## src/rtl/fpu_seq_pkg.sv

```systemverilog
// fpu_seq_pkg
// Shared types for the FP issue sequencer.
//   state_t : sequencer states (IDLE/BUSY/WB/ABORT)
//   fp_op_t : FPU opcode encodings (ADD=0, SUB=1, MUL=2, DIV=3)
package fpu_seq_pkg;

  typedef enum logic [1:0] {
    IDLE  = 2'd0,
    BUSY  = 2'd1,
    WB    = 2'd2,
    ABORT = 2'd3
  } state_t;

  typedef enum logic [1:0] {
    FP_ADD = 2'd0,
    FP_SUB = 2'd1,
    FP_MUL = 2'd2,
    FP_DIV = 2'd3
  } fp_op_t;

endpackage

```

## src/rtl/fpu_watchdog.sv

```systemverilog
// fpu_watchdog
// Cycle counter guarding an in-flight FPU operation.
//   CLK, Reset : clock, asynchronous active-high reset
//   clr        : restart the count at zero (launch cycle)
//   en         : count this cycle (operation outstanding)
//   expired    : count has reached TIMEOUT-1, i.e. this is the last
//                cycle the operation may still complete
module fpu_watchdog #(
  parameter int TIMEOUT = 64
) (
  input  logic CLK,
  input  logic Reset,
  input  logic clr,
  input  logic en,
  output logic expired
);

  localparam int CW = (TIMEOUT <= 2) ? 1 : $clog2(TIMEOUT);

  logic [CW-1:0] count_reg;

  always_ff @(posedge CLK or posedge Reset) begin
    if (Reset) begin
      count_reg <= '0;
    end else if (clr) begin
      count_reg <= '0;
    end else if (en && !expired) begin
      // Holds at the limit; the sequencer leaves BUSY on that cycle anyway.
      count_reg <= count_reg + 1'b1;
    end
  end

  assign expired = (count_reg == CW'(TIMEOUT - 1));

endmodule

```

## src/rtl/fpu_issue_ctrl.sv

```systemverilog
// fpu_issue_ctrl
// Sequencer between the core's decode/condition stage and a multi-cycle FPU.
// Launches one FPU op per condition-passing FP instruction, stalls the core
// while the FPU works, then issues a one-cycle register write (and optional
// flag write). A watchdog aborts operations that never complete.
//   Inputs : CLK, Reset, FPUReq, CondEx, FPOp, FPDst, FPS,
//            FPUDone, FPUResult, FPUFlags, ErrClr
//   Outputs: FPUStart, FPUOpOut, FPUAbort, Stall, FPUWrite, FPWA, FPWD,
//            FPFlagW, FPFlags, Err, OpCount
module fpu_issue_ctrl
  import fpu_seq_pkg::*;
#(
  parameter int DATA_W  = 32,
  parameter int TIMEOUT = 64,
  parameter int CNT_W   = 16
) (
  input  logic              CLK,
  input  logic              Reset,
  input  logic              FPUReq,
  input  logic              CondEx,
  input  logic [1:0]        FPOp,
  input  logic [3:0]        FPDst,
  input  logic              FPS,
  input  logic              FPUDone,
  input  logic [DATA_W-1:0] FPUResult,
  input  logic [3:0]        FPUFlags,
  input  logic              ErrClr,
  output logic              FPUStart,
  output logic [1:0]        FPUOpOut,
  output logic              FPUAbort,
  output logic              Stall,
  output logic              FPUWrite,
  output logic [3:0]        FPWA,
  output logic [DATA_W-1:0] FPWD,
  output logic [1:0]        FPFlagW,
  output logic [3:0]        FPFlags,
  output logic              Err,
  output logic [CNT_W-1:0]  OpCount
);

  state_t              state_reg;
  logic [3:0]          dst_reg;
  logic                fps_reg;
  logic [DATA_W-1:0]   result_reg;
  logic [3:0]          flags_reg;
  logic [CNT_W-1:0]    cnt_reg;
  logic                err_reg;
  logic                launch;
  logic                wd_expired;
  logic                in_wb;

  // Launch is decided combinationally so the core freezes in the same cycle.
  // Gating with Reset keeps every output quiet while reset is held.
  assign launch = (state_reg == IDLE) && FPUReq && CondEx && !Reset;

  fpu_watchdog #(
    .TIMEOUT(TIMEOUT)
  ) u_watchdog (
    .CLK    (CLK),
    .Reset  (Reset),
    .clr    (launch),
    .en     (state_reg == BUSY),
    .expired(wd_expired)
  );

  always_ff @(posedge CLK or posedge Reset) begin
    if (Reset) begin
      state_reg  <= IDLE;
      dst_reg    <= '0;
      fps_reg    <= 1'b0;
      result_reg <= '0;
      flags_reg  <= '0;
      cnt_reg    <= '0;
    end else begin
      case (state_reg)
        IDLE: begin
          // A done pulse seen here is spurious (or same-cycle as launch) and is ignored.
          if (launch) begin
            dst_reg   <= FPDst;
            fps_reg   <= FPS;
            state_reg <= BUSY;
          end
        end
        BUSY: begin
          // Completion takes priority over the watchdog on the limit cycle.
          if (FPUDone) begin
            result_reg <= FPUResult;
            flags_reg  <= FPUFlags;
            state_reg  <= WB;
          end else if (wd_expired) begin
            state_reg <= ABORT;
          end
        end
        WB: begin
          if (cnt_reg != '1) cnt_reg <= cnt_reg + 1'b1;
          state_reg <= IDLE;
        end
        ABORT: begin
          state_reg <= IDLE;
        end
        default: state_reg <= IDLE;
      endcase
    end
  end

  // Sticky error: the abort cycle sets it and beats a simultaneous clear.
  always_ff @(posedge CLK or posedge Reset) begin
    if (Reset) begin
      err_reg <= 1'b0;
    end else if (state_reg == ABORT) begin
      err_reg <= 1'b1;
    end else if (ErrClr) begin
      err_reg <= 1'b0;
    end
  end

  assign in_wb    = (state_reg == WB);
  assign FPUStart = launch;
  assign FPUOpOut = launch ? FPOp : 2'b00;
  assign Stall    = launch || (state_reg == BUSY);
  assign FPUAbort = (state_reg == ABORT);
  assign FPUWrite = in_wb;
  assign FPWA     = in_wb ? dst_reg : 4'd0;
  assign FPWD     = in_wb ? result_reg : '0;
  assign FPFlagW  = (in_wb && fps_reg) ? 2'b11 : 2'b00;
  assign FPFlags  = in_wb ? flags_reg : 4'd0;
  assign Err      = err_reg;
  assign OpCount  = cnt_reg;

endmodule

```

## config.mk

```make
export PLATFORM = sky130hd
export DESIGN_NAME = fpu_issue_ctrl
export DESIGN_NICKNAME = d
export VERILOG_FILES = /design/src/rtl/fpu_seq_pkg.sv /design/src/rtl/fpu_watchdog.sv /design/src/rtl/fpu_issue_ctrl.sv
export SDC_FILE = /design/constraint.sdc
export NUM_CORES = 1
export LEC_CHECK = 0
export CORE_MARGIN = 2
export CORE_UTILIZATION = 48
export CTS_CLUSTER_SIZE = 12
export DETAILED_ROUTE_END_ITERATION = 12
export PLACE_DENSITY = 0.93
export SLEW_MARGIN = 40
export SYNTH_ARGS = -nofsm -noshare
export SYNTH_HDL_FRONTEND = slang
export SYNTH_SLANG_ARGS = --single-unit
```

## constraint.sdc

```tcl
create_clock -name CLK -period 4.2 [get_ports CLK]
set_input_delay 0.84 -clock CLK [delete_from_list [all_inputs] [get_ports CLK]]
set_output_delay 0.84 -clock CLK [all_outputs]
set_load 0.01 [all_outputs]
```

* After elaboration in Yosys (flattened, before gate mapping)
Cells that the tools add are included.
** Word-level totals
- Flip-flop bits (word level) :: 66
- Input bits :: 49
- Output and inout port bits :: 65
- Logic and storage cells :: 46
** Operators by class
- Add/sub/neg operators :: 2
- Equal/unequal tests :: 7
- Muxes and demuxes :: 13
- Reductions and logical operators :: 16
** Operators by type and width (number)
- 32-bit 2-to-1 mux :: 1
- 16-bit by 1-bit adder with 16-bit output, second input constant :: 1
- 16-bit inequality test, second input constant :: 1
- 6-bit 2-to-1 mux :: 2
- 2-bit 2-to-1 mux :: 5
- 4-bit 2-to-1 mux :: 2
- 2-bit AND reduction :: 4
- 6-bit by 1-bit adder with 6-bit output, second input constant :: 1
- 6-bit equality test, second input constant :: 1
- 2-bit case mux with 3 select lines :: 1
- 1-bit logical AND :: 5
- 2-bit equality test, second input constant :: 2
- 2-bit nonzero test :: 2
- 3-bit inequality test, second input constant :: 1
- 2-bit by 1-bit equality test with 1-bit output, second input constant :: 1
- 1-bit logical NOT :: 2
- 2-bit logical NOT :: 1
- 1-bit 2-to-1 mux :: 2
- 2-bit inequality test, second input constant :: 1
- 2-bit OR reduction :: 1
- 1-bit logical OR :: 1

* Depth between registers and ports, before layout
Gate-level depths: netlist of run 1.
- Depth after elaboration :: 6
- Gate-level depth with buffers :: 7
- Gate-level depth less buffers :: 5

* Cells and area by module
Synthesis of run 1 repeated with hierarchy kept, for this count alone.
** Unflattened totals
- Cell total of the unflattened synthesis :: 263
- Area, all modules :: 3158.0 µm²
** Modules (own cells, without submodules)
- fpu_issue_ctrl :: times used 1, cells an instance 226, area an instance 2788.9 µm², seq. area each 1501.4 µm²
- fpu_watchdog :: times used 1, cells an instance 37, area an instance 369.1 µm², seq. area each 150.1 µm²

* Worst setup path after synthesis of run 1
No wires, ideal clock.
- Path kind :: input to output
- From :: input port Reset
- To :: output port FPUStart
- Data arrival time :: 1791 ps
- Required time :: 3360 ps
- Slack :: 1569 ps
- Cell stages on the path :: 4
- Path buffers :: 2
- Cell sequence :: or4_1 > clkbuf_1 > inv_1 > buf_2
** On the way
- Word-level cells in the longest chain between the ends :: 2
** RTL lines
- start: declaration :: line fpu_issue_ctrl.sv:18 : input logic Reset,
- 1-bit logical NOT (no line)
- 1-bit logical AND :: line fpu_issue_ctrl.sv:54 : assign launch = (state_reg == IDLE) && FPUReq && CondEx && !Reset;
- end: declaration :: line fpu_issue_ctrl.sv:28 : output logic FPUStart,
No other way between the ends.

* Final worst setup path of run 1
- From :: input port Reset
- To :: output port FPUOpOut[0]
** On the way
- Word-level cells in the longest chain between the ends :: 3
** RTL lines
- 1-bit logical NOT (no line)
- 1-bit logical AND :: line fpu_issue_ctrl.sv:54
- 2-bit 2-to-1 mux :: line fpu_issue_ctrl.sv:119 : assign FPUOpOut = launch ? FPOp : 2'b00;
- end: declaration :: line fpu_issue_ctrl.sv:29 : output logic [1:0] FPUOpOut,
No other way between the ends.

==> impl_metrics.ini, run 1 <==
[clock_tree]
clk_root_buffer_cell = clkbuf_8
cts_tree = yes
clockBufferDepth = 2
cts.sinks = 66
h-tree-depth = 3
path_clk_slew_ns = 0.07
cts_setup_buffers = 0
cts_buffers = 9
cts_resized = 0
clkLatencyLatePin_ns = 0.33
hold_buffers = 0

[detailed_routing]
routed_via_density = 5.08
postRouteAntennaNets = 0
wl_um = 6900
drt_first_pass_iters = 4
wire_per_inst_um = 14.9
num_vias = 2348
drc = 0
drt_iter0_markers = 78

[sta]
finClkSkew_ns = 0.0107
finalHoldViolations = 0
worst_slew_pin_slew_ns = 0.495
relSlewSlack_pct = 66.8
slew_viol_final = 0
fin_crit_sh_pct = 87.2
max_freq_mhz = 273
setup_violations = 0
fin_crit_ns = 3.66
setup-tns-final_ns = 0
rsz0062_at_grt = no

[placed_design]
portBuffers = 113
routabilityCongestion = 0.799
placedCellCount = 447
dpl.hpwl_um = 4950

[logic_synthesis]
synth_fa_ha_area_share_pct = 0.818
synth-compound-area-share_pct = 2.78
ys_ff_latch = 66
ys_seq_area_share_pct = 54.0
synthArstFlopShare_pct = 100
synth_mux_area_share_pct = 14.4
synth_xor_area_share_pct = 4.29
synth_simple_gate_area_share_pct = 21.2
avgSynthCellArea_um2 = 11.5
synth_edf_count = 0
yosysWarningCount = 0
synth_cell_types = 38
synth_top_family_by_area = simple AND/OR/NAND/NOR gates
syn_inst = 266
synth_ff_type = dfrtp_1
syn_area_um2 = 3060
syn_nets = 317

[finish]
area_growth_pct = 46.6
largest_reg_flops = 32
final_cells = 462
layout_commonest_cell = clkdlybuf4s50_1
fill_cells = 471
final_nets = 433
mostFrequentLayoutCells = clkdlybuf4s50_1, dfrtp_1, and2_1
drive_above_1_share_pct = 17.4
n_antenna_cell = 0

[status]
outcome = finished, final reports clean

[floorplan]
start_util_pct = 49.0
rows = 29
core_area_um2 = 6240
fp.dieW_um = 83.8
boundaryPins = 114
die_h_um = 83.8
die_area_um2 = 7030

[power]
p_total_mw = 1.85
power_leakage_nw = 1.97
p_per_area_nw_per_um2 = 413
ir_worst_vdd_uv = 271

[critical_path]
path_class = input port to output pin
r2r-start = state_reg[0]$_DFFE_PP0P_
rr_endpoint = OpCount[12]$_DFFE_PP0P_
crit_end = FPUOpOut[0]
regToRegSetupSlack_ns = 2.26
crit_start = Reset
critPathArrivalTime_ns = 2.82
cp_common_cell = clkdlybuf4s50_1
cp_slowest_cell = or4_1
worstPathCellList = clkdlybuf4s50_1, or4_1, inv_1, and2_1, clkdlybuf4s50_1
critPathMaxFanout = 9
required_ns = 3.36
cp_slowest_stage_delay_ns = 0.67
cp-end-kind = output pin
crit_path_start_kind = input port
reg2reg_depth = 5

[grt]
grt_overflow = 0
grt_pass1_wl_um = 11800
grt_max_degree = 44
grt_pass1_vias = 2565
grt_antenna_before_repair = 0
grt_use_total_pct = 21.0

[run]
maxCapViolCount = 0

[min_path]
hp-class = flip-flop to flip-flop
==> cells in the mapped netlist (4+ instances only) <==
cell	instances	area [um2]
dfrtp_1	66	1650
and2_1	44	275
mux2_2	37	417
nand2_1	25	93.8
clkbuf_1	10	37.5
xnor2_1	10	87.6
nor2_1	8	30.0
nand4_1	7	43.8
nand3_1	6	30.0
a21oi_1	5	25.0
nor3_1	5	25.0
xor2_1	5	43.8
and3_1	4	25.0
inv_1	4	15.0
==> metrics by stage <==
step / util, % / cell area (um2) / hold WS (ns) / worst slack, ns
floorplan: - / 3060 / 0.437 / 1.57
global placement: 68.3 / 4260 / 0.452 / 0.624
detailed placement: 68.3 / 4270 / 0.465 / 0.525
CTS: 71.4 / 4460 / 0.480 / 0.520
global route: 71.9 / 4480 / 0.514 / 0.451
finish: 71.9 / 4480 / 0.477 / 0.538
==> cells by family (layout without fill, tap and decap cells) <==
logic type,Yosys count,count (layout)
AOI/OAI and AO/OA,13,13
xor gates and xnor gates,15,15
adders and majority gates,2,2
buffers and inverters,17,136
DFF,66,66
muxes,39,39
and+or+nand+nor,114,114
==> power by group <==
| part | internal [mW] | total, mW | switching [mW] |
|---|---|---|---|
| Sequential | 0.807 | 0.913 | 0.106 |
| Clock | 0.298 | 0.521 | 0.223 |
| Combinational | 0.265 | 0.416 | 0.150 |
==> cell type report <==
type | count | area [um2] | share of cell area [%]
Clock buffer | 11 | 151 | 3.38
Clock inverter | 3 | 40.0 | 0.893
Inverter | 4 | 17.5 | 0.391
Multi-Input combinational cell | 183 | 1340 | 29.9
Sequential cell | 66 | 1650 | 36.8
Tap cell | 77 | 96.3 | 2.15
Timing Repair Buffer | 118 | 1190 | 26.5
==> per-layer routing <==
metal,vias to the layer above,track usage [%],share of wire [%]
li1,1135,-,-
met1,1131,24.1,41
met2,72,36.4,52
met3,10,5.84,5.8
met4,0,9.09,1.5
met5,-,0,0
==> worst max-delay path: cells and delay by family <==
kind | cells | cell delay (ns)
buf+inv | 3 | 1.16
simple gates | 2 | 0.82
==> how the worst min path moves through the flow <==
| stage | slack [ns] | endpoint | cells after the start | start |
|---|---|---|---|---|
| 4_1_cts | 0.48 | dst_reg[1]$_DFFE_PP0P_ | 2 | dst_reg[1]$_DFFE_PP0P_ |
| 6_report | 0.48 | dst_reg[1]$_DFFE_PP0P_ | 2 | dst_reg[1]$_DFFE_PP0P_ |
| 3_5_place_dp | 0.46 | dst_reg[1]$_DFFE_PP0P_ | 2 | dst_reg[1]$_DFFE_PP0P_ |
| 5_1_grt | 0.51 | result_reg[9]$_DFFE_PP0P_ | 1 | result_reg[9]$_DFFE_PP0P_ |
| 2_1_floorplan | 0.44 | dst_reg[0]$_DFFE_PP0P_ | 2 | dst_reg[0]$_DFFE_PP0P_ |
| 3_3_place_gp | 0.45 | fps_reg$_DFFE_PP0P_ | 2 | fps_reg$_DFFE_PP0P_ |
(Power assumes the default switching activity.)
==> run 2: changes to the inputs <==
Settings changed: CORE_UTILIZATION 48 to 44, PLACE_DENSITY 0.93 to 0.87.
Clock period 4.2 ns to 3.54 ns, I/O delays scaled along.
==> impl_metrics.ini, run 2 (synthesis results as in run 1) <==
[detailed_routing]
postRouteAntennaNets = 0
drt_first_pass_iters = 4
wire_per_inst_um = 14.9
wl_um = 6970
drc = 0
drt_iter0_markers = 58
num_vias = 2390
routed_via_density = 5.11

[sta]
setup_violations = 0
max_freq_mhz = 308
fin_crit_sh_pct = 91.6
finalHoldViolations = 0
worst_slew_pin_slew_ns = 0.719
rsz0062_at_grt = no
slew_viol_final = 0
relSlewSlack_pct = 52.0
setup-tns-final_ns = 0
fin_crit_ns = 3.24
finClkSkew_ns = 0.0105

[min_path]
hp-class = flip-flop to flip-flop
whs_path_depth = 2

[critical_path]
cp_slowest_stage_delay_ns = 0.56
worstPathCellList = clkdlybuf4s50_1, or4_1, inv_1, and2_1, clkdlybuf4s50_1
cp-end-kind = output pin
critPathArrivalTime_ns = 2.54
critPathMaxFanout = 4
cp_slowest_cell = or4_1
rr_endpoint = OpCount[12]$_DFFE_PP0P_
crit_buf_inv = 3
crit_start = Reset
required_ns = 2.83
cp_top_family = buffers and inverters
critical_path_depth = 5
r2r-start = state_reg[0]$_DFFE_PP0P_
path_class = input port to output pin
crit_end = FPUOpOut[1]
reg2reg_depth = 5
cp_common_cell = clkdlybuf4s50_1
regToRegSetupSlack_ns = 1.56
crit_path_start_kind = input port

[clock_tree]
cts.sinks = 66
clockBufferDepth = 2
hold_buffers = 0
h-tree-depth = 3
path_clk_slew_ns = 0.07
cts_tree = yes
clkLatencyLatePin_ns = 0.33
cts_buffers = 9
cts_setup_buffers = 0
clk_root_buffer_cell = clkbuf_8
cts_resized = 0

[finish]
drive_above_1_share_pct = 17.3
n_antenna_cell = 0
final_nets = 434
fin_util_pct = 66.8
layout_commonest_cell = clkdlybuf4s50_1
mostFrequentLayoutCells = clkdlybuf4s50_1, dfrtp_1, and2_1
area_growth_pct = 47.5
largest_reg_flops = 32
fill_cells = 527

[power]
power_frac_comb_pct = 22.4
p_clk_share_pct = 28.3
p_int_mw = 1.64
power_switching_mw = 0.564
pwr-share-seq_pct = 49.2
ir_worst_vdd_uv = 318
p_sw_share_pct = 25.6
power_leakage_nw = 1.98
p_per_area_nw_per_um2 = 488

[floorplan]
boundaryPins = 114
fp.dieW_um = 87.4
die_h_um = 87.4
rows = 30
die_area_um2 = 7640
core_area_um2 = 6760
start_util_pct = 45.3

[grt]
grt_pass1_wl_um = 11100
grt_use_total_pct = 18.7
grt_antenna_before_repair = 0
grt_pass1_vias = 2413
grt_max_degree = 48
grt_overflow = 0

[placed_design]
routabilityCongestion = 0.815
dpl.hpwl_um = 5040
portBuffers = 113

[status]
outcome = finished, final reports clean

[run]
maxCapViolCount = 0
[run 2: cell count changes in the layout (fill, tap and decap cells not counted), sizes merged]
cell	change
clkinv	-1
buf	+1
clkbuf	+3
[run 2: final cells by class]
type                            instances  area, um2  area share (%)
Inverter                                4       15.0           0.333
Multi-Input combinational cell        183       1340            29.7
Clock inverter                          2       35.0           0.776
Timing Repair Buffer                  119       1210            26.8
Sequential cell                        66       1650            36.6
Clock buffer                           14        163            3.61
Tap cell                               80        100            2.22
[run 2: per-stage QoR]
stage	instance area (um2)	worst slack, ns	cells	hold WS, ns	power [mW]
2_1_floorplan	3060	1.17	266	0.437	1.35
3_3_place_gp	4290	0.339	451	0.454	1.55
3_5_place_dp	4290	0.297	451	0.462	1.59
4_1_cts	4480	0.287	467	0.478	2.23
5_1_grt	4510	0.251	468	0.502	2.34
6_report	4510	0.296	468	0.475	2.20
[run 2: power by group through the flow]
stage / sequential (mW) / clock (mW) / combinational (mW)
3_3_place_gp: 1.08 / 0 / 0.475
5_1_grt: 1.11 / 0.685 / 0.540
3_5_place_dp: 1.09 / 0 / 0.498
2_1_floorplan: 1.06 / 0 / 0.287
4_1_cts: 1.08 / 0.647 / 0.501
6_report: 1.08 / 0.624 / 0.494
[run 2: routing by layer]
metal / up-vias / part of all wire [%] / global-route usage [%]
li1: 1138 / - / -
met1: 1173 / 40 / 21.5
met2: 71 / 54 / 33.2
met3: 8 / 5.0 / 4.83
met4: 0 / 1.2 / 7.41
met5: - / 0 / 0
[run 2: worst min-delay path by stage]
stage	start	to	slack (ns)
final	dst_reg[0]$_DFFE_PP0P_	dst_reg[0]$_DFFE_PP0P_	0.48
after detailed placement	fps_reg$_DFFE_PP0P_	fps_reg$_DFFE_PP0P_	0.46
after CTS	fps_reg$_DFFE_PP0P_	fps_reg$_DFFE_PP0P_	0.48
after global placement	fps_reg$_DFFE_PP0P_	fps_reg$_DFFE_PP0P_	0.45
after global routing	Err$_DFFE_PP0P_	Err$_DFFE_PP0P_	0.50
after floorplan	dst_reg[0]$_DFFE_PP0P_	dst_reg[0]$_DFFE_PP0P_	0.44
[run 2: worst reg2reg max path: stages (launching register included)]
cell and delay, ns:
dfrtp_1 0.45, nor2b_4 0.41, buf_4 0.24, nand4_1 0.20, nor3_1 0.22, mux2_2 0.35
==> run 3: changes to the inputs <==
Settings changed: MAX_ROUTING_LAYER set to met4.
==> impl_metrics.ini, run 3 (synthesis results as in run 1) <==
[critical_path]
required_ns = 2.83
cp-end-kind = output pin
path_class = input port to output pin
crit_path_start_kind = input port
critPathMaxFanout = 4
critPathArrivalTime_ns = 2.53

[finish]
area_growth_pct = 47.5
finalInstanceArea_um2 = 4510
fin_util_pct = 66.8
layout_commonest_cell = clkdlybuf4s50_1
final_cells = 468
drive_above_1_share_pct = 17.3
final_nets = 434
largest_reg_flops = 32
mostFrequentLayoutCells = clkdlybuf4s50_1, dfrtp_1, and2_1
fill_cells = 527
n_antenna_cell = 0

[placed_design]
placedCellCount = 451
dpl.hpwl_um = 5040
dp_slack_ns = 0.297
routabilityCongestion = 0.827
portBuffers = 113
postPlaceCellArea_um2 = 4290

[sta]
setup-tns-final_ns = 0
max_freq_mhz = 309
finalHoldViolations = 0
fin_crit_sh_pct = 91.6
fin_crit_ns = 3.24
finClkSkew_ns = 0.0112
worst_slew_pin_slew_ns = 0.718
rsz0062_at_grt = no
slew_viol_final = 0
relSlewSlack_pct = 52.0
setup_violations = 0
worst_slack_ns = 0.299

[detailed_routing]
postRouteAntennaNets = 0
drt_first_pass_iters = 4
wire_per_inst_um = 15.0
drc = 0
routed_via_density = 5.10
wl_um = 7020
drt_iter0_markers = 59
num_vias = 2385

[clock_tree]
hold_buffers = 0
path_clk_slew_ns = 0.07
clkLatencyLatePin_ns = 0.33
clk_root_buffer_cell = clkbuf_8
clockBufferDepth = 2
cts.sinks = 66
cts_resized = 0
cts_setup_buffers = 0
cts_tree = yes
cts_buffers = 9
h-tree-depth = 3

[floorplan]
core_area_um2 = 6760
die_h_um = 87.4
die_area_um2 = 7640
rows = 30
fp.dieW_um = 87.4
boundaryPins = 114
start_util_pct = 45.3

[power]
ir_worst_vdd_uv = 320
p_per_area_nw_per_um2 = 489
power_leakage_nw = 1.98

[status]
outcome = finished, final reports clean

[grt]
grt_overflow = 0
grt_antenna_before_repair = 0
grt_max_degree = 48
grt_pass1_vias = 2416
grt_pass1_wl_um = 11100
grt_use_total_pct = 19.4

[run]
maxCapViolCount = 0

[min_path]
hp-class = flip-flop to flip-flop
==> run 3: worst paths after layout <==
check / from / endpoint / slack, ns / cells after the start
setup / recovery: Reset / FPUOpOut[1] / 0.30 / 5
hold / removal: dst_reg[0]$_DFFE_PP0P_ / dst_reg[0]$_DFFE_PP0P_ / 0.48 / 2
setup reg to reg: state_reg[1]$_DFFE_PP0P_ / OpCount[12]$_DFFE_PP0P_ / 1.56 / 5
hold reg to reg: dst_reg[0]$_DFFE_PP0P_ / dst_reg[0]$_DFFE_PP0P_ / 0.48 / 2
max in group asynchronous: Reset / result_reg[2]$_DFFE_PP0P_ / 2.07 / 3
min in group asynchronous: Reset / Err$_DFFE_PP0P_ / 0.84 / 2
==> run 3: per-layer routing <==
layer	global-route usage, %	wire length, um	vias to the layer above
met5	-	0	-
met1	21.9	2840	1159
met4	6.15	59	0
li1	-	-	1139
met2	33.2	3770	81
met3	5.40	347	6
==> run 3: stage by stage <==
step	hold slack (ns)	total power, mW
global placement	0.454	1.55
global route	0.502	2.34
detailed placement	0.462	1.59
floorplan	0.437	1.35
finish	0.475	2.21
CTS	0.478	2.23
==> run 3: area by class of cell <==
| class | count | area [um2] | area share, % |
|---|---|---|---|
| flip-flops and latches | 66 | 1650 | 36.6 |
| repair buffers | 119 | 1210 | 26.8 |
| multi-input cells | 183 | 1340 | 29.7 |
| inverters | 4 | 15.0 | 0.333 |
| well taps | 80 | 100 | 2.22 |
| clock buffers | 14 | 163 | 3.61 |
| clock inverters | 2 | 35.0 | 0.776 |
==> run 3: critical path, cell delays in order <==
cell             delay, ns
clkdlybuf4s50_1       0.43
or4_1                 0.56
inv_1                 0.15
and2_1                0.15
clkdlybuf4s50_1       0.53
==> run 3: where the power goes <==
group,switching (mW),internal [mW],total [mW]
combinational,0.178,0.316,0.494
clock,0.262,0.364,0.626
sequential,0.128,0.957,1.09
total,0.569,1.64,2.21
==> RTL change 1 (flow settings as in run 2) <==
Reset style: synchronous (`Reset`), changed in 3 clocked blocks. Comments in the files are not updated.
--- a/src/rtl/fpu_watchdog.sv
+++ b/src/rtl/fpu_watchdog.sv
@@ -19,7 +19,7 @@
 
   logic [CW-1:0] count_reg;
 
-  always_ff @(posedge CLK or posedge Reset) begin
+  always_ff @(posedge CLK) begin
     if (Reset) begin
       count_reg <= '0;
     end else if (clr) begin
--- a/src/rtl/fpu_issue_ctrl.sv
+++ b/src/rtl/fpu_issue_ctrl.sv
@@ -63,7 +63,7 @@
     .expired(wd_expired)
   );
 
-  always_ff @(posedge CLK or posedge Reset) begin
+  always_ff @(posedge CLK) begin
     if (Reset) begin
       state_reg  <= IDLE;
       dst_reg    <= '0;
@@ -104,7 +104,7 @@
   end
 
   // Sticky error: the abort cycle sets it and beats a simultaneous clear.
-  always_ff @(posedge CLK or posedge Reset) begin
+  always_ff @(posedge CLK) begin
     if (Reset) begin
       err_reg <= 1'b0;
     end else if (state_reg == ABORT) begin
Formal check against the unedited RTL: differs if Reset is asserted again (counterexample within 4 cycles, from zero or initial values and one cycle with Reset high); with Reset held inactive, the same outputs for 10 cycles.
==> RTL change 1 against run 2 <==
Utilization down 2.1 points. First-iteration DRC count up 95%. Die area down 0.15%. Synthesized cell count up 41%. Critical path type unchanged. Routed wire length up 8.9%. Cell area down 3.1%. Sequential cell count unchanged. Global-route usage up 1.1 points. Area after synthesis down 0.16%. Setup slack better by 0.13 ns. Count of clock-buffer cells in the layout down 2. Largest cell class is now multi-input gates.
Power is not compared: it rests on default switching activity, and its combinational part moved more than twofold at a synthesized area within 25%.
==> RTL change 1: results (changes against run 2) <==
Seq/Total Area, Yosys 0.433 (-0.107); worst skew pair latency 0.34 ns; Max Cap Viol 0 (unchanged); FFs w/ async S/R, synth 0 (-1.00); status completed; top post-synthesis cells by count 79 x nand2_1, 66 x dfxtp_1, 48 x a21oi_1; Hold Startpoint result_reg[21]; Num CTS Buffers 9 (unchanged); antenna fix cells 0 (unchanged); ranking of synthesized cells by area dfxtp_1 43%, nand2_1 9.7%, and2_1 9.2%; Routed Antenna Nets 0 (unchanged); H-tree depth 3 (unchanged); post-synthesis instance total 374 (+41%); First-pass DRT Iterations 4 (unchanged); DP Cell Count 547 (+21%); end of the worst register-to-register path OpCount[13]; vias in the first global route 2,751 (+14%); worst reg2reg path depth 5 (unchanged); worst-margin pin slew 0.670 ns (-0.0485 ns); WHS Endpoint result_reg[21]; Synth cell types 46 (+21%); area of placed instances 0.00419 mm² (-2.2%); layout cells sized above 1 0.0665 (-0.106); GRT Total Usage 0.198 (+0.0107); Layout Skew 0.0122 ns (+0.00169 ns); GP Congestion 0.798 (-2.1%); Syn Nets 425 (+34%); RR Startpoint state_reg[1]; VDD IR max 0.243 mV; CTS clk-pin slew, worst paths 0.07 ns (about the same); worst-path fanout max 4 (unchanged); max reg flops 32 (unchanged); final net count 529 (+22%); Post-CTS Setup Bufs 0 (unchanged); global-route wire length before repair 12.1 mm (+9.0%); PortBufs 113 (unchanged); DRT iter0 DRCs 113 (+95%); CP arrival 2.41 ns (-0.13 ns); hold depth 2 (unchanged); Root Buffer clkbuf_8; Syn. warnings 0 (unchanged); Hold Path Class reg2reg; pin count of the biggest net entering global routing 65 (+35%); Leak Pwr 1.53 nW; wire length per cell 13.5 µm (-9.2%); post-CTS resize count 0 (unchanged); initial antenna violation count 0 (unchanged); routed vias/inst 5.22 (+2.2%); R2R setup slack 1.42 ns (-0.14 ns); routed wire length 7.59 mm (+8.9%); Max Root-Sink Buffers 2 (unchanged); Post-DP HPWL 5.22 mm (+3.6%)
## RTL change 1: per-layer routing
metal,GRT usage,part of all wire,wire [µm]
met5,0,0,0
met4,0.0979,0.025,187
met3,0.0417,0.058,438
met2,0.342,0.50,3770
met1,0.231,0.42,3190
## RTL change 1: kinds of logic after synthesis
group,synth area share
flops,0.433
xor+xnor,0.0115
compound gates,0.124
fa+ha+maj,0.00819
mux,0.0336
simple gates,0.346
buf+inv,0.0442
## RTL change 1: worst max path at each step
stage / start / endpoint / slack [ns] / cells after the start
global placement: CondEx / FPUOpOut[0] / 0.60 / 5
finish: FPUReq / FPUOpOut[0] / 0.42 / 5
global route: CondEx / FPUOpOut[1] / 0.37 / 5
CTS: CondEx / FPUOpOut[0] / 0.45 / 5
floorplan: CondEx / FPUOpOut[0] / 1.32 / 3
detailed placement: CondEx / FPUOpOut[0] / 0.45 / 5
## RTL change 1: worst max-delay path, cell delays in order
cell	delay [ns]
clkdlybuf4s50_1	0.46
nand2_1	0.08
nor4_1	0.42
and2_1	0.21
clkdlybuf4s50_1	0.53
## RTL change 1: per-stage QoR
step / hold slack, ns / worst slack, ns
after detailed placement: 0.442 / 0.452
after floorplan: 0.432 / 1.32
after CTS: 0.452 / 0.451
after global placement: 0.437 / 0.597
after global routing: 0.464 / 0.373
final: 0.449 / 0.421
## RTL change 1: report_power, final
group	internal, mW	switching, mW
Sequential	0.758	0.0106
Combinational	0.0739	0.0555
Clock	0.303	0.272
Total	1.13	0.338
## RTL change 1: cell type report
cell class                 count  area [µm²]
sequential                    66        1320
inverter                       5        18.8
clock inverter                 2        12.5
multi-input combinational    279        1600
clock buffer                  12         165
timing repair buffer         117        1160
fill                         586        2380
tap                           80         100
==> RTL change 2 (flow settings as in run 2) <==
Made on the original files. Set the parameter `DATA_W` to 28 (it was 32).
--- a/src/rtl/fpu_issue_ctrl.sv
+++ b/src/rtl/fpu_issue_ctrl.sv
@@ -10,7 +10,7 @@
 module fpu_issue_ctrl
   import fpu_seq_pkg::*;
 #(
-  parameter int DATA_W  = 32,
+  parameter int DATA_W  = 28,
   parameter int TIMEOUT = 64,
   parameter int CNT_W   = 16
 ) (
Interface: changed (resized FPUResult and FPWD); port bits go from 114 to 106. The function was not compared with the original's and may differ.
==> RTL change 2 against run 2 <==
The flow now finishes with violations (design-rule violations). Cell area down 6.0%. Clock power down 16%. Area after synthesis down 3.8%. Routed wire length down 6.6%. Sequential cell count down 4. Total power down 11%. Setup slack better by 0.24 ns. Combinational power down 15%.
==> RTL change 2: results (changes against run 2) <==
failing checks design-rule violations; Layout Skew 0.00430 ns (-0.00617 ns); max reg flops 28 (-13%); top post-synthesis cells by count 62 x dfrtp_1, 40 x and2_1, 37 x mux2_1; First-pass DRT Iterations 9 (+5); post-route DRC violation count 9 (+9); Syn Nets 295 (-6.9%); vias in the first global route 2,309 (-4.3%); worst-margin pin slew 0.684 ns (-0.0346 ns); final net count 404 (-6.9%); Hold Startpoint dst_reg[3]; Synth cell types 45 (+18%); R2R setup slack 1.61 ns (+0.05 ns); met2 wire length 3.37 mm (-9.8%); global-route wire length before repair 10.9 mm (-1.1%); Main power group registers; layout cells sized above 1 0.0773 (-0.0953); VDD IR max 0.267 mV (-16%); DRT iter0 DRCs 86 (+48%); status complete, but fails checks; switching power 0.534 mW (-5.4%); GP Congestion 0.804 (-1.3%); initial antenna violation count 0 (unchanged); CP max stage cell clkdlybuf4s50_1; highest cell delay on the worst timing path 0.54 ns (-0.02 ns); ranking of synthesized cells by area dfrtp_1 53%, mux2_1 14%, and2_1 8.5%; met1 Usage GRT 0.238 (+0.0232); hold depth 1 (-1); Syn. warnings 0 (unchanged); routed via count 2,231 (-6.7%); Max Used Layer met4; Clk pwr share 0.266 (-0.017); M3 GR Usage 0.0375 (-0.0108); Leak Pwr 1.79 nW (-9.6%); grt total ovfl 0 (unchanged); PortBufs 105 (-7.1%); WL met3 346 µm (-0.29%); met2 usage 0.322 (-0.0102); WHS Endpoint dst_reg[3]; wire length per cell 14.8 µm (-0.48%); Seq/Total Area, Yosys 0.527 (-0.0127); worst-path fanout max 5 (+1); end of the worst register-to-register path result_reg[20]; worst reg2reg path depth 4 (-1); Combinational Power 0.421 mW (-15%); Hold Worst Slack 0.482 ns (+0.00645 ns); GRT Total Usage 0.191 (+0.00354); routed length on met1 2.69 mm (-3.9%); worst skew pair latency 0.33 ns (about the same); pin count of the biggest net entering global routing 40 (-17%); Post-DP HPWL 4.86 mm (-3.4%); CP arrival 2.29 ns (-0.25 ns)
==> RTL change 2: cell types whose count changed in the layout (fill, tap and decap cells not counted), sizes merged, moves of 3 or more <==
cell	delta
clkdlybuf4s50	-8
xnor2	-5
nor2	+7
nand2	-13
nor4	+3
and2	-4
dfrtp	-4
and3	-5
==> RTL change 2: through the flow <==
stage | util | setup WS, ns | total power, mW | std cells | area (µm²)
final | 0.660 | 0.540 | 1.96 | 439 | 4240
after global routing | 0.660 | 0.470 | 2.10 | 439 | 4240
after CTS | 0.660 | 0.512 | 1.99 | 439 | 4240
after detailed placement | 0.635 | 0.514 | 1.46 | 423 | 4080
after global placement | 0.635 | 0.544 | 1.43 | 423 | 4080
after floorplan | - | 1.20 | 1.24 | 248 | 2940
==> RTL change 2: area by class of cell <==
cell class                      count  area (µm²)
Timing Repair Buffer              109        1090
Tap cell                           77        96.3
Clock buffer                       15         156
Multi-Input combinational cell    171        1320
Clock inverter                      1        5.00
Inverter                            4        15.0
Fill cell                         496        2180
Sequential cell                    62        1550
==> RTL change 2: worst max path at each step <==
| stage | to | slack [ns] | cells after the start |
|---|---|---|---|
| final | FPUOpOut[1] | 0.54 | 4 |
| after global routing | FPUOpOut[1] | 0.47 | 5 |
| after CTS | FPUOpOut[1] | 0.51 | 4 |
| after detailed placement | FPUOpOut[1] | 0.51 | 4 |
| after global placement | FPUOpOut[0] | 0.54 | 4 |
| after floorplan | FPUOpOut[0] | 1.20 | 3 |
==> RTL change 2: kinds of logic (layout without fill, tap and decap cells) <==
kind of cell	after synthesis	in the layout	synth area share
and+or+nand+nor	100	100	0.210
AOI/OAI and AO/OA	18	18	0.0412
DFF	62	62	0.527
muxes	41	41	0.159
buffers and inverters	15	129	0.0247
xor gates and xnor gates	10	10	0.0298
adders and majority gates	2	2	0.00850
